## config.mk

```make
export PLATFORM = sky130hd
export DESIGN_NAME = fifo_serial_tx
export DESIGN_NICKNAME = d
export VERILOG_FILES = /design/src/rtl/fifo_serial_tx.sv
export SDC_FILE = /design/constraint.sdc
export NUM_CORES = 1
export LEC_CHECK = 0
export CAP_MARGIN = 20
export CORE_MARGIN = 1.5
export CORE_UTILIZATION = 56
export DETAILED_ROUTE_END_ITERATION = 10
export PLACE_DENSITY = 0.8
export SLEW_MARGIN = 10
export SYNTH_ARGS = -nofsm -noshare
export SYNTH_HDL_FRONTEND = slang
export SYNTH_SLANG_ARGS = --single-unit
```

## constraint.sdc

```tcl
create_clock -name clk -period 2.96 [get_ports clk]
set_input_delay 0.592 -clock clk [delete_from_list [all_inputs] [get_ports clk]]
set_output_delay 0.592 -clock clk [all_outputs]
set_load 0.01 [all_outputs]
```

## src/rtl/fifo_serial_tx.sv

```systemverilog
// fifo_serial_tx: pops 6-bit words from an upstream FIFO and sends each one as
// a UART-style frame on serial_o (start bit, data LSB first, optional even
// parity, stop bit). Every bit lasts CLKS_PER_BIT clk cycles.
//
// Build option: define FIFO_SERIAL_TX_PARITY_EN to insert an even-parity bit
// between the last data bit and the stop bit. Left undefined, frames carry no
// parity bit and the parity state and logic are not built.
//
// State table
//   IDLE   | line high; pop a word when enabled and the FIFO has data
//   FETCH  | capture the popped word; clear the counters
//   START  | start bit (low) for one bit time
//   DATA   | DATA_W data bits, LSB first
//   PARITY | even parity of the captured word (only with the parity option)
//   STOP   | stop bit (high); frame_done on its final cycle
module fifo_serial_tx #(
  parameter int DATA_W       = 6,
  parameter int CLKS_PER_BIT = 4
) (
  input  logic              clk,
  input  logic              srst,
  input  logic              enable,
  input  logic              fifo_empty,
  input  logic [DATA_W-1:0] fifo_data,
  output logic              fifo_read_enable,
  output logic              serial_o,
  output logic              busy,
  output logic              frame_done
);

  localparam int BAUD_W = (CLKS_PER_BIT > 1) ? $clog2(CLKS_PER_BIT) : 1;
  localparam int BIT_W  = $clog2(DATA_W + 1);

  localparam logic [BAUD_W-1:0] BAUD_LAST    = BAUD_W'(CLKS_PER_BIT - 1);
  // Cycle before the last one of a bit; frame_done is set up from here so it
  // arrives registered on the final stop-bit cycle.
  localparam logic [BAUD_W-1:0] BAUD_PRELAST = BAUD_W'(CLKS_PER_BIT - 2);
  localparam logic [BIT_W-1:0]  BIT_LAST     = BIT_W'(DATA_W - 1);
  // With one clk per bit, the stop bit's first cycle is also its last.
  localparam bit                ONE_CLK      = (CLKS_PER_BIT == 1);

  typedef enum logic [2:0] {
    S_IDLE,
    S_FETCH,
    S_START,
    S_DATA,
`ifdef FIFO_SERIAL_TX_PARITY_EN
    S_PARITY,
`endif
    S_STOP
  } state_t;

  state_t              r_state;
  logic [BAUD_W-1:0]   r_baud;
  logic [BIT_W-1:0]    r_bit;
  logic [DATA_W-1:0]   r_shift;
  logic                r_serial;
  logic                r_busy;
  logic                r_frame_done;
`ifdef FIFO_SERIAL_TX_PARITY_EN
  logic                r_parity;
`endif

  logic                w_pop;
  logic                w_baud_tc;
  logic [DATA_W-1:0]   w_shift_next;

  // Pop only from IDLE, so this block can never underflow the FIFO. The
  // reset term keeps the pop low while srst holds the FSM in IDLE.
  assign w_pop        = (r_state == S_IDLE) && enable && !fifo_empty && !srst;
  assign w_baud_tc    = (r_baud == BAUD_LAST);
  assign w_shift_next = r_shift >> 1;

  assign fifo_read_enable = w_pop;
  assign serial_o         = r_serial;
  assign busy             = r_busy;
  assign frame_done       = r_frame_done;

  // Frame sequencer; outputs are registered with the value of the next state.
  always_ff @(posedge clk or posedge srst) begin
    if (srst) begin
      r_state      <= S_IDLE;
      r_baud       <= '0;
      r_bit        <= '0;
      r_shift      <= '0;
      r_serial     <= 1'b1;
      r_busy       <= 1'b0;
      r_frame_done <= 1'b0;
`ifdef FIFO_SERIAL_TX_PARITY_EN
      r_parity     <= 1'b0;
`endif
    end else begin
      r_frame_done <= 1'b0;
      case (r_state)
        S_IDLE: begin
          r_serial <= 1'b1;
          if (w_pop) begin
            r_state <= S_FETCH;
            r_busy  <= 1'b1;
          end
        end

        S_FETCH: begin
          r_shift  <= fifo_data;
`ifdef FIFO_SERIAL_TX_PARITY_EN
          r_parity <= ^fifo_data;
`endif
          r_bit    <= '0;
          r_baud   <= '0;
          r_state  <= S_START;
          r_serial <= 1'b0;
        end

        S_START: begin
          if (w_baud_tc) begin
            r_baud   <= '0;
            r_state  <= S_DATA;
            r_serial <= r_shift[0];
          end else begin
            r_baud <= r_baud + BAUD_W'(1);
          end
        end

        S_DATA: begin
          if (w_baud_tc) begin
            r_baud  <= '0;
            r_shift <= w_shift_next;
            r_bit   <= r_bit + BIT_W'(1);
            if (r_bit == BIT_LAST) begin
`ifdef FIFO_SERIAL_TX_PARITY_EN
              r_state  <= S_PARITY;
              r_serial <= r_parity;
`else
              r_state      <= S_STOP;
              r_serial     <= 1'b1;
              r_frame_done <= ONE_CLK;
`endif
            end else begin
              r_serial <= w_shift_next[0];
            end
          end else begin
            r_baud <= r_baud + BAUD_W'(1);
          end
        end

`ifdef FIFO_SERIAL_TX_PARITY_EN
        S_PARITY: begin
          if (w_baud_tc) begin
            r_baud       <= '0;
            r_state      <= S_STOP;
            r_serial     <= 1'b1;
            r_frame_done <= ONE_CLK;
          end else begin
            r_baud <= r_baud + BAUD_W'(1);
          end
        end
`endif

        S_STOP: begin
          r_serial <= 1'b1;
          if (w_baud_tc) begin
            r_baud  <= '0;
            r_state <= S_IDLE;
            r_busy  <= 1'b0;
          end else begin
            r_baud <= r_baud + BAUD_W'(1);
            if (!ONE_CLK && (r_baud == BAUD_PRELAST)) begin
              r_frame_done <= 1'b1;
            end
          end
        end

        default: begin
          r_state  <= S_IDLE;
          r_serial <= 1'b1;
          r_busy   <= 1'b0;
        end
      endcase
    end
  end

endmodule

```

==> results of run 1 <==
==> Yosys cell counts <==
| cell type | instances |
|---|---|
| nand2_1 | 15 |
| nand2b_4 | 1 |
| and2_4 | 1 |
| buf_6 | 2 |
| a2111oi_2 | 1 |
| nor3_1 | 1 |
| and3_1 | 2 |
| a21oi_1 | 9 |
| o22ai_1 | 1 |
| o21ai_2 | 1 |
| inv_1 | 7 |
| nor2b_2 | 1 |
| nand3b_1 | 3 |
| dfstp_2 | 1 |
| o211ai_1 | 1 |
| o32a_2 | 1 |
| nand2b_1 | 1 |
| o21ai_0 | 4 |
| nor2_1 | 2 |
| nor2b_1 | 1 |
| nor2_4 | 1 |
| and4_4 | 1 |
| nand3_1 | 1 |
| a221oi_1 | 1 |
| mux2i_1 | 2 |
| a31oi_1 | 6 |
| buf_4 | 3 |
| a211oi_1 | 2 |
| nor3b_1 | 2 |
| buf_2 | 2 |
| ha_1 | 4 |
| and3b_1 | 1 |
| dfrtp_1 | 16 |
| nand4b_1 | 1 |
| a21boi_0 | 1 |
==> metal layers <==
layer / part of all wire / GRT usage
met5: 0 / 0
met3: 0.036 / 0.0776
met1: 0.47 / 0.319
met2: 0.49 / 0.400
met4: 0.0073 / 0.0485
==> cells by family (layout without fill, tap and decap cells) <==
logic type	count (synthesis)	in the layout	synth area share
muxes	2	2	0.0207
adders and majority gates	4	4	0.0517
AOI/OAI and AO/OA	28	28	0.189
DFF	17	17	0.441
buffers and inverters	14	25	0.0840
and+or+nand+nor	35	35	0.214
==> layout make-up <==
class | instances | area [um2]
sequential | 17 | 427
clock inverter | 1 | 5.00
inverter | 7 | 26.3
timing repair buffer | 14 | 138
multi-input combinational | 69 | 460
fill | 129 | 460
tap | 16 | 20.0
clock buffer | 3 | 22.5
==> metrics by stage <==
stage / cell area, um2 / total power [mW] / setup slack [ps]
2_1_floorplan: 968 / 0.817 / 1280
3_3_place_gp: 1070 / 0.879 / 343
3_5_place_dp: 1070 / 0.909 / 240
4_1_cts: 1100 / 1.04 / 182
5_1_grt: 1100 / 1.13 / 138
6_report: 1100 / 1.03 / 189
==> how the worst max path moves through the flow <==
stage | from | slack, ps | endpoint | cells after the start
floorplan | fifo_empty | 1280 | fifo_read_enable | 2
global placement | enable | 340 | fifo_read_enable | 4
detailed placement | enable | 240 | fifo_read_enable | 4
CTS | enable | 180 | fifo_read_enable | 4
global route | enable | 140 | fifo_read_enable | 4
finish | enable | 190 | fifo_read_enable | 4
==> power by group through the flow <==
stage / Clock (mW) / Combinational [mW] / Sequential, mW
2_1_floorplan: 0 / 0.425 / 0.391
3_3_place_gp: 0 / 0.465 / 0.414
3_5_place_dp: 0 / 0.490 / 0.419
4_1_cts: 0.126 / 0.494 / 0.416
5_1_grt: 0.140 / 0.563 / 0.428
6_report: 0.125 / 0.490 / 0.417
==> registers in the layout, indices dropped and copies added (netlist names) <==
signal / flops
r_bit: 3
r_shift: 6
busy: 1
serial_o: 1
frame_done: 1
r_state: 3
r_baud: 2
==> worst max-delay path, delay by kind of cell <==
family	cells	cell delay, ps
buffers and inverters	2	1010
AND/OR/NAND/NOR	2	580
==> out/results.md, run 1 <==
| Quantity | Reported |
|---|---|
| Residual DRC | 0 |
| Num ports | 14 |
| Class of the most critical hold timing path | reg2reg |
| Power density over cell area | 940 nW/um2 |
| Relative area change from synthesis to final layout | 13.4% |
| Reg-to-reg critical path startpoint | r_baud[0]$_DFFE_PP0P_ |
| Hold path cells | 1 |
| Final setup vio count | 0 |
| Sequential share of power | 0.404 |
| Fraction of layout instances using a drive strength above 1 | 0.126 |
| Proportion of total power due to net switching | 0.406 |
| Type of the setup path with the least slack | in2out |
| Distinct cells, synth | 35 |
| CP Launch Type | input port |
| Drt initial violations | 15 |
| Die span in y | 44.6 um |
| Minimum setup slack among reg-to-reg paths | 1480 ps |
| Sequential fraction of the synthesis area | 0.441 |
| Capture point of the worst reg-to-reg path | r_shift[3]$_DFFE_PP0P_ |
| Final Wtd Congestion | 0.760 |
| Count of hold-fix buffers inserted at cts | 0 |
| Synth Area per Inst | 9.68 um2 |
| Final slew viol count | 0 |
| Worst ir drop on vdd | 0.749 mV |
| Most area-hungry cell type in the Yosys netlist | dfrtp_1 |
| Placed Instances | 123 |
| Vias in the first global route | 762 |
| Clock buffer depth | 2 |
| Antenna violations before repair | 0 |
| Count of port buffers added during placement | 13 |
| Clock tree from TritonCTS | done |
| Unrepaired setup endpoints after global routing | false |
| Required @ worst endpoint | 2370 ps |
| First-pass GRT wire length | 3480 um |
| Most common cell after layout, fill and taps aside | dfrtp_1 |
| Highest clock frequency the design can meet | 361 MHz |
| Number of failing hold endpoints at the final stage | 0 |
| Area share of the leading cell type in the synthesized netlist | 0.413 |
| Detailed Place HPWL | 1340 um |
| Number of nets in the final layout | 126 |
| Gr usage total | 0.245 |
| Source of the worst hold timing path | r_bit[0]$_DFFE_PP0P_ |
| Combinational share of power | 0.475 |
| Synthesized net count | 114 |
| Number of antenna diodes | 0 |
| Headroom to the max-slew limit | 0.572 |
| WL per Instance | 15.2 um |
| Synthesized netlist cell count | 100 |
| Crit path max fanout | 3 |
| Int Power | 0.614 mW |
| Number of vias per cell | 5.98 |
| CTS buffer count | 3 |
| Placeable core region | 1560 um2 |
| Die Footprint | 1990 um2 |
| Number of standard cells in the layout, taps in and fillers out | 127 |
| CP dominant cell by count | clkdlybuf4s50_1 |
| Post-CTS Repair Setup Buffers | 0 |
| Hold_ws | 521 ps |
| Number of placement rows | 14 |
| Drt first pass iters | 4 |
| Via total after detailed routing | 759 |
| Reg2Reg Depth | 4 |
| Grt ovf | 0 |
| Maximum number of pins on one net before global-route repair | 18 |
| Status | finished, final reports clean |
| Worst-path clk slew | 100 ps |
| Delay of the slowest cell on the worst path | 550 ps |
| Chip Width | 44.6 um |
| Reported net switching power | 0.419 mW |
| Number of clock sinks | 17 |
| CP Cell Sequence | clkdlybuf4s50_1 > nor3b_1 > and3_1 > clkdlybuf4s50_1 |
| Post-Route Skew | 8.58 ps |
| Period utilization | 0.936 |
| Later-pin clock latency in the skew report | 300 ps |
| Worst slew pin tran | 642 ps |
| Residual antenna-violating net count after detailed routing | 0 |
| Number of warnings issued by yosys | 0 |
| Maximum Capacitance Violations | 0 |
| Tmin final | 2770 ps |
| End-of-flow core utilization | 0.705 |
| Leakage Power | 0.485 nW |
| Wirelength, routed | 1930 um |
| Data arrival time of the critical path | 2180 ps |
| #FFs+latches synth | 17 |
| Kind of capture point of the worst setup path | output pin |
| # H-tree levels | 1 |
| Setup total negative slack | 0 ps |
| Leading cell types in the layout, fill and taps excluded | dfrtp_1 (16), nand2_1 (15), clkdlybuf4s50_1 (13) |
| Starting density of the core | 0.621 |
| Terminating pin of the worst hold path | r_bit[0]$_DFFE_PP0P_ |
| Top cells by area in the synthesized netlist | dfrtp_1 (41%), nand2_1 (5.8%), ha_1 (5.2%), a21oi_1 (4.7%), a31oi_1 (3.9%) |
| Clock Tree Root | clkbuf_4 |
| Slowest stage cell, crit path | clkdlybuf4s50_1 |
| Share of power burned in the clock network | 0.121 |
| Number of cells upsized or downsized after cts | 0 |
| Synth Cell Area | 968 um2 |
Note: power is estimated with default switching activity, not from simulation.
==> inputs of run 2 (changes only) <==
--- a/config.mk
+++ b/config.mk
@@ -5,8 +5,6 @@
 export SDC_FILE = /design/constraint.sdc
 export NUM_CORES = 1
 export LEC_CHECK = 0
-export CAP_MARGIN = 20
-export CORE_MARGIN = 1.5
 export CORE_UTILIZATION = 56
 export DETAILED_ROUTE_END_ITERATION = 10
 export PLACE_DENSITY = 0.8
==> out/results.md, run 2 (same netlist as run 1, synthesis figures left out) <==
| Quantity | Reported | vs previous |
|---|---|---|
| Worst slew pin tran | 661 ps | was 642 ps |
| Number of clock sinks | 17 | unchanged |
| Status | finished, final reports clean | unchanged |
| Number of placement rows | 14 | unchanged |
| Starting density of the core | 0.621 | unchanged |
| Clock tree from TritonCTS | done | unchanged |
| Post-Route Skew | 7.35 ps | was 8.58 ps |
| Met1 track demand over resource in global routing | 0.320 | was 0.319 |
| Class of the most critical hold timing path | reg2reg | unchanged |
| Count of hold-fix buffers inserted at cts | 0 | unchanged |
| Number of nets in the final layout | 126 | unchanged |
| End-of-flow core utilization | 0.704 | was 0.705 |
| Final setup vio count | 0 | unchanged |
| Proportion of total power due to net switching | 0.402 | was 0.406 |
| Tmin final | 2730 ps | was 2770 ps |
| Placed Instances | 123 | unchanged |
| CP dominant cell by count | clkdlybuf4s50_1 | unchanged |
| Residual antenna-violating net count after detailed routing | 0 | unchanged |
| Filler cell count in the final layout | 116 | was 129 |
| Vias in the first global route | 742 | was 762 |
| Antenna violations before repair | 0 | unchanged |
| Number of vias per cell | 6.18 | was 5.98 |
| Type of the setup path with the least slack | in2out | unchanged |
| Hold_ws | 525 ps | was 521 ps |
| Clock buffer depth | 2 | unchanged |
| Wirelength, routed | 1830 um | was 1930 um |
| Slowest stage cell, crit path | clkdlybuf4s50_1 | unchanged |
| Number of cells upsized or downsized after cts | 0 | unchanged |
| Maximum number of pins on one net before global-route repair | 18 | unchanged |
| Count of port buffers added during placement | 13 | unchanged |
| Worst-path clk slew | 90 ps | was 100 ps |
| Power density over cell area | 938 nW/um2 | was 940 nW/um2 |
| Global routing's busiest layer | met2 | unchanged |
| Required @ worst endpoint | 2370 ps | about the same |
| Chip Width | 43.6 um | was 44.6 um |
| Top flop regs | r_shift x6, r_bit x3, r_state x3 | unchanged |
| Leakage Power | 0.482 nW | was 0.485 nW |
| Sequential Area | 427 um2 | unchanged |
| Unrepaired setup endpoints after global routing | false | unchanged |
| Number of failing hold endpoints at the final stage | 0 | unchanged |
| # H-tree levels | 1 | unchanged |
| Most common cell after layout, fill and taps aside | dfrtp_1 | unchanged |
| Fraction of layout instances using a drive strength above 1 | 0.117 | was 0.126 |
| Post-CTS Repair Setup Buffers | 0 | unchanged |
| Delay of the slowest cell on the worst path | 530 ps | was 550 ps |
| Int Power | 0.616 mW | was 0.614 mW |
| Number of standard cells in the layout, taps in and fillers out | 127 | unchanged |
| Setup slack at placement | 249 ps | was 240 ps |
| Placeable core region | 1560 um2 | unchanged |
| Crit path max fanout | 3 | unchanged |
| Combinational share of power | 0.477 | was 0.475 |
| Number of antenna diodes | 0 | unchanged |
| Sequential share of power | 0.404 | about the same |
| Clock Tree Root | clkbuf_4 | unchanged |
| Die Footprint | 1900 um2 | was 1990 um2 |
| CP Launch Type | input port | unchanged |
| Residual DRC | 0 | unchanged |
| Final Wtd Congestion | 0.745 | was 0.760 |
| Met2 routing resource usage after global routing | 0.346 | was 0.400 |
| Period utilization | 0.921 | was 0.936 |
| Maximum Capacitance Violations | 0 | unchanged |
| Relative area change from synthesis to final layout | 13.3% | was 13.4% |
| Die span in y | 43.6 um | was 44.6 um |
| First-pass GRT wire length | 3190 um | was 3480 um |
| CP Cell Sequence | clkdlybuf4s50_1 > nor3b_1 > and3_1 > clkdlybuf4s50_1 | unchanged |
| Share of power burned in the clock network | 0.120 | was 0.121 |
| Drt first pass iters | 4 | unchanged |
| Kind of capture point of the worst setup path | output pin | unchanged |
| Multi-input gate area | 460 um2 | unchanged |
| Worst ir drop on vdd | 0.498 mV | was 0.749 mV |
| Final slew viol count | 0 | unchanged |
| Headroom to the max-slew limit | 0.559 | was 0.572 |
| Top register by number of flip-flops | r_shift | unchanged |
| Grt ovf | 0 | unchanged |
| WL per Instance | 14.4 um | was 15.2 um |
| Met3 Usage GRT | 0.0250 | was 0.0776 |
| CTS buffer count | 3 | unchanged |
| Via total after detailed routing | 785 | was 759 |
| Drt initial violations | 18 | was 15 |
| Highest clock frequency the design can meet | 367 MHz | was 361 MHz |
| Later-pin clock latency in the skew report | 290 ps | was 300 ps |
| Detailed Place HPWL | 1310 um | was 1340 um |
| Num ports | 14 | unchanged |
| Setup total negative slack | 0 ps | unchanged |
| Worst Slack Setup Final | 234 ps | was 189 ps |
| Flip-flop count of the largest register after layout | 6 | unchanged |
| Leading cell types in the layout, fill and taps excluded | dfrtp_1 (16), nand2_1 (15), clkdlybuf4s50_1 (13) | unchanged |
| Data arrival time of the critical path | 2130 ps | was 2180 ps |
| Reported net switching power | 0.414 mW | was 0.419 mW |
| Gr usage total | 0.224 | was 0.245 |
-- run 2: cell count changes in the layout (fill, tap and decap cells not counted) --
cell,before,now
clkinv_2,1,0
clkbuf_1,0,1
-- run 2: routing by layer --
metal / share of wire / routed length, um / vias up
met1: 0.47 / 860 / 375
met4: 0.011 / 20 / 0
li1: - / - / 374
met5: 0 / 0 / -
met3: 0.037 / 67 / 8
met2: 0.48 / 884 / 28
-- run 2: per-stage QoR --
stage / total power [mW] / cell area (um2)
6_report: 1.03 / 1100
5_1_grt: 1.12 / 1100
4_1_cts: 1.03 / 1100
3_5_place_dp: 0.909 / 1070
3_3_place_gp: 0.878 / 1070
2_1_floorplan: 0.817 / 968
-- run 2: final timing paths --
path,slack [ps],depth (start not counted),to,startpoint
worst max-delay path,230,4,fifo_read_enable,enable
worst min-delay path,520,1,r_bit[0]$_DFFE_PP0P_,r_bit[0]$_DFFE_PP0P_
worst max register to register,1480,3,r_state[0]$_DFFE_PP0P_,r_baud[0]$_DFFE_PP0P_
worst min register to register,520,1,r_bit[0]$_DFFE_PP0P_,r_bit[0]$_DFFE_PP0P_
max in group asynchronous,1810,2,r_bit[1]$_DFFE_PP0P_,srst
min in group asynchronous,720,2,r_baud[1]$_DFFE_PP0P_,srst
-- run 2: cell type report --
type                            count  area share
Tap cell                           16      0.0182
Multi-Input combinational cell     69       0.420
Clock buffer                        4      0.0239
Inverter                            7      0.0239
Sequential cell                    17       0.389
Timing Repair Buffer               14       0.125
-- run 2: critical path: cells and delay by family --
kind / cells / cell delay [ps]
buffers and inverters: 2 / 1000
AND/OR/NAND/NOR: 2 / 540
-- run 2: power by group through the flow --
| stage | registers [mW] | logic (mW) | clock network, mW |
|---|---|---|---|
| final | 0.416 | 0.491 | 0.123 |
| after global routing | 0.426 | 0.552 | 0.139 |
| after CTS | 0.413 | 0.493 | 0.126 |
| after detailed placement | 0.418 | 0.491 | 0 |
| after global placement | 0.413 | 0.465 | 0 |
| after floorplan | 0.391 | 0.425 | 0 |
==> inputs of run 3 (changes only) <==
--- a/config.mk
+++ b/config.mk
@@ -5,6 +5,7 @@
 export SDC_FILE = /design/constraint.sdc
 export NUM_CORES = 1
 export LEC_CHECK = 0
+export CORE_MARGIN = 2
 export CORE_UTILIZATION = 56
 export DETAILED_ROUTE_END_ITERATION = 10
 export PLACE_DENSITY = 0.8
==> out/results.md, run 3 (same netlist as run 1, synthesis figures left out) <==
| Quantity | Reported | vs previous |
|---|---|---|
| Vias in the first global route | 663 | was 742 |
| Detailed Place HPWL | 1220 um | was 1310 um |
| First-pass GRT wire length | 3000 um | was 3190 um |
| CTS buffer count | 3 | unchanged |
| Grt ovf | 0 | unchanged |
| Worst-path clk slew | 90 ps | about the same |
| Status | finished, final reports clean | unchanged |
| Class of the most critical hold timing path | reg2reg | unchanged |
| Maximum number of pins on one net before global-route repair | 18 | unchanged |
| Final slew viol count | 0 | unchanged |
| Top register by number of flip-flops | r_shift | unchanged |
| Via total after detailed routing | 767 | was 785 |
| Final setup vio count | 0 | unchanged |
| Data arrival time of the critical path | 2080 ps | was 2130 ps |
| Leading cell types in the layout, fill and taps excluded | dfrtp_1 (16), nand2_1 (15), clkdlybuf4s50_1 (13) | unchanged |
| # H-tree levels | 1 | unchanged |
| Chip Width | 45.6 um | was 43.6 um |
| Number of clock sinks | 17 | unchanged |
| Wirelength, routed | 1740 um | was 1830 um |
| Post-CTS Repair Setup Buffers | 0 | unchanged |
| Tmin final | 2670 ps | was 2730 ps |
| Clock tree from TritonCTS | done | unchanged |
| Number of antenna diodes | 0 | unchanged |
| Top flop regs | r_shift x6, r_bit x3, r_state x3 | unchanged |
| Number of placement rows | 15 | was 14 |
| Total cell area at the placement stage | 1060 um2 | was 1070 um2 |
| Starting density of the core | 0.580 | was 0.621 |
| Leakage Power | 0.478 nW | was 0.482 nW |
| Placeable core region | 1670 um2 | was 1560 um2 |
| Reg2Reg Depth | 3 | unchanged |
| Period utilization | 0.903 | was 0.921 |
| Drt first pass iters | 5 | was 4 |
| Hold path cells | 1 | unchanged |
| Number of vias per cell | 6.04 | was 6.18 |
| Residual DRC | 0 | unchanged |
| Unrepaired setup endpoints after global routing | false | unchanged |
| Power density over cell area | 929 nW/um2 | was 938 nW/um2 |
| Residual antenna-violating net count after detailed routing | 0 | unchanged |
| Capture point of the worst reg-to-reg path | r_bit[1]$_DFFE_PP0P_ | was r_state[0]$_DFFE_PP0P_ |
| Most common cell after layout, fill and taps aside | dfrtp_1 | unchanged |
| Clock Tree Root | clkbuf_4 | unchanged |
| Reg-to-reg critical path startpoint | r_state[1]$_DFFE_PP0P_ | was r_baud[0]$_DFFE_PP0P_ |
| Final Wtd Congestion | 0.740 | was 0.745 |
| WL per Instance | 13.7 um | was 14.4 um |
| Later-pin clock latency in the skew report | 280 ps | was 290 ps |
| Number of standard cells in the layout, taps in and fillers out | 127 | unchanged |
| Type of the setup path with the least slack | in2out | unchanged |
| Fraction of layout instances using a drive strength above 1 | 0.109 | was 0.117 |
| Count of hold-fix buffers inserted at cts | 0 | unchanged |
| Terminating pin of the worst hold path | r_bit[0]$_DFFE_PP0P_ | unchanged |
| Crit path max fanout | 3 | unchanged |
| Relative area change from synthesis to final layout | 12.7% | was 13.3% |
| Source of the worst hold timing path | r_bit[0]$_DFFE_PP0P_ | unchanged |
| Maximum Capacitance Violations | 0 | unchanged |
| Headroom to the max-slew limit | 0.578 | was 0.559 |
| Die Footprint | 2080 um2 | was 1900 um2 |
| End-of-flow core utilization | 0.653 | was 0.704 |
| Die span in y | 45.6 um | was 43.6 um |
| Worst slew pin tran | 632 ps | was 661 ps |
| Number of nets in the final layout | 125 | was 126 |
| Num ports | 14 | unchanged |
| Worst ir drop on vdd | 0.589 mV | was 0.498 mV |
| Setup total negative slack | 0 ps | unchanged |
| Kind of capture point of the worst setup path | output pin | unchanged |
| Count of port buffers added during placement | 13 | unchanged |
| Placed Instances | 123 | unchanged |
| Required @ worst endpoint | 2370 ps | about the same |
| Minimum setup slack among reg-to-reg paths | 1470 ps | was 1480 ps |
| Drt initial violations | 25 | was 18 |
| Number of failing hold endpoints at the final stage | 0 | unchanged |
| Clock buffer depth | 2 | unchanged |
| Antenna violations before repair | 0 | unchanged |
| Cell area after layout | 1090 um2 | was 1100 um2 |
| Gr usage total | 0.198 | was 0.224 |
| Number of cells upsized or downsized after cts | 0 | unchanged |
| Post-Route Skew | 0.637 ps | was 7.35 ps |
| Highest clock frequency the design can meet | 374 MHz | was 367 MHz |
| Filler cell count in the final layout | 132 | was 116 |
| CP Launch Type | input port | unchanged |
| Flip-flop count of the largest register after layout | 6 | unchanged |
run 3: cell count changes in the layout (fill, tap and decap cells not counted), sizes merged:
cell  delta
buf      -1
run 3: worst max-delay path, cell delays in order:
cell and delay (ps):
clkdlybuf4s50_1 450, nor3b_1 300, and3_1 210, clkdlybuf4s50_1 530
run 3: how the worst max path moves through the flow:
stage,startpoint,end,depth (start not counted)
2_1_floorplan,fifo_empty,fifo_read_enable,2
3_3_place_gp,enable,fifo_read_enable,4
3_5_place_dp,enable,fifo_read_enable,4
4_1_cts,enable,fifo_read_enable,4
5_1_grt,srst,fifo_read_enable,4
6_report,enable,fifo_read_enable,4
run 3: routing by layer:
layer / vias to the layer above / wire (um) / track usage
li1: 376 / - / -
met1: 364 / 824 / 0.314
met2: 25 / 811 / 0.270
met3: 2 / 89 / 0.0278
met4: 0 / 12 / 0.0706
met5: - / 0 / 0
run 3: report_power, final:
part           internal (mW)  total [mW]  leakage, nW  switching (mW)
Sequential             0.331       0.429        0.197          0.0978
Combinational          0.227       0.463        0.266           0.236
Clock                 0.0523       0.122       0.0150          0.0697
Total                  0.610        1.01        0.478           0.403
run 3: cell type report:
class / instances / area [um2] / share of cell area
Clock buffer: 4 / 26.3 / 0.0241
Sequential cell: 17 / 427 / 0.391
Timing Repair Buffer: 13 / 130 / 0.119
Multi-Input combinational cell: 69 / 460 / 0.422
Inverter: 7 / 26.3 / 0.0241
Tap cell: 17 / 21.3 / 0.0195
run 3: through the flow:
step | worst slack, ps | hold slack [ps] | power, mW
5_1_grt | 188 | 553 | 1.11
2_1_floorplan | 1280 | 484 | 0.817
6_report | 288 | 517 | 1.01
3_3_place_gp | 319 | 503 | 0.873
4_1_cts | 273 | 523 | 1.02
3_5_place_dp | 274 | 507 | 0.898
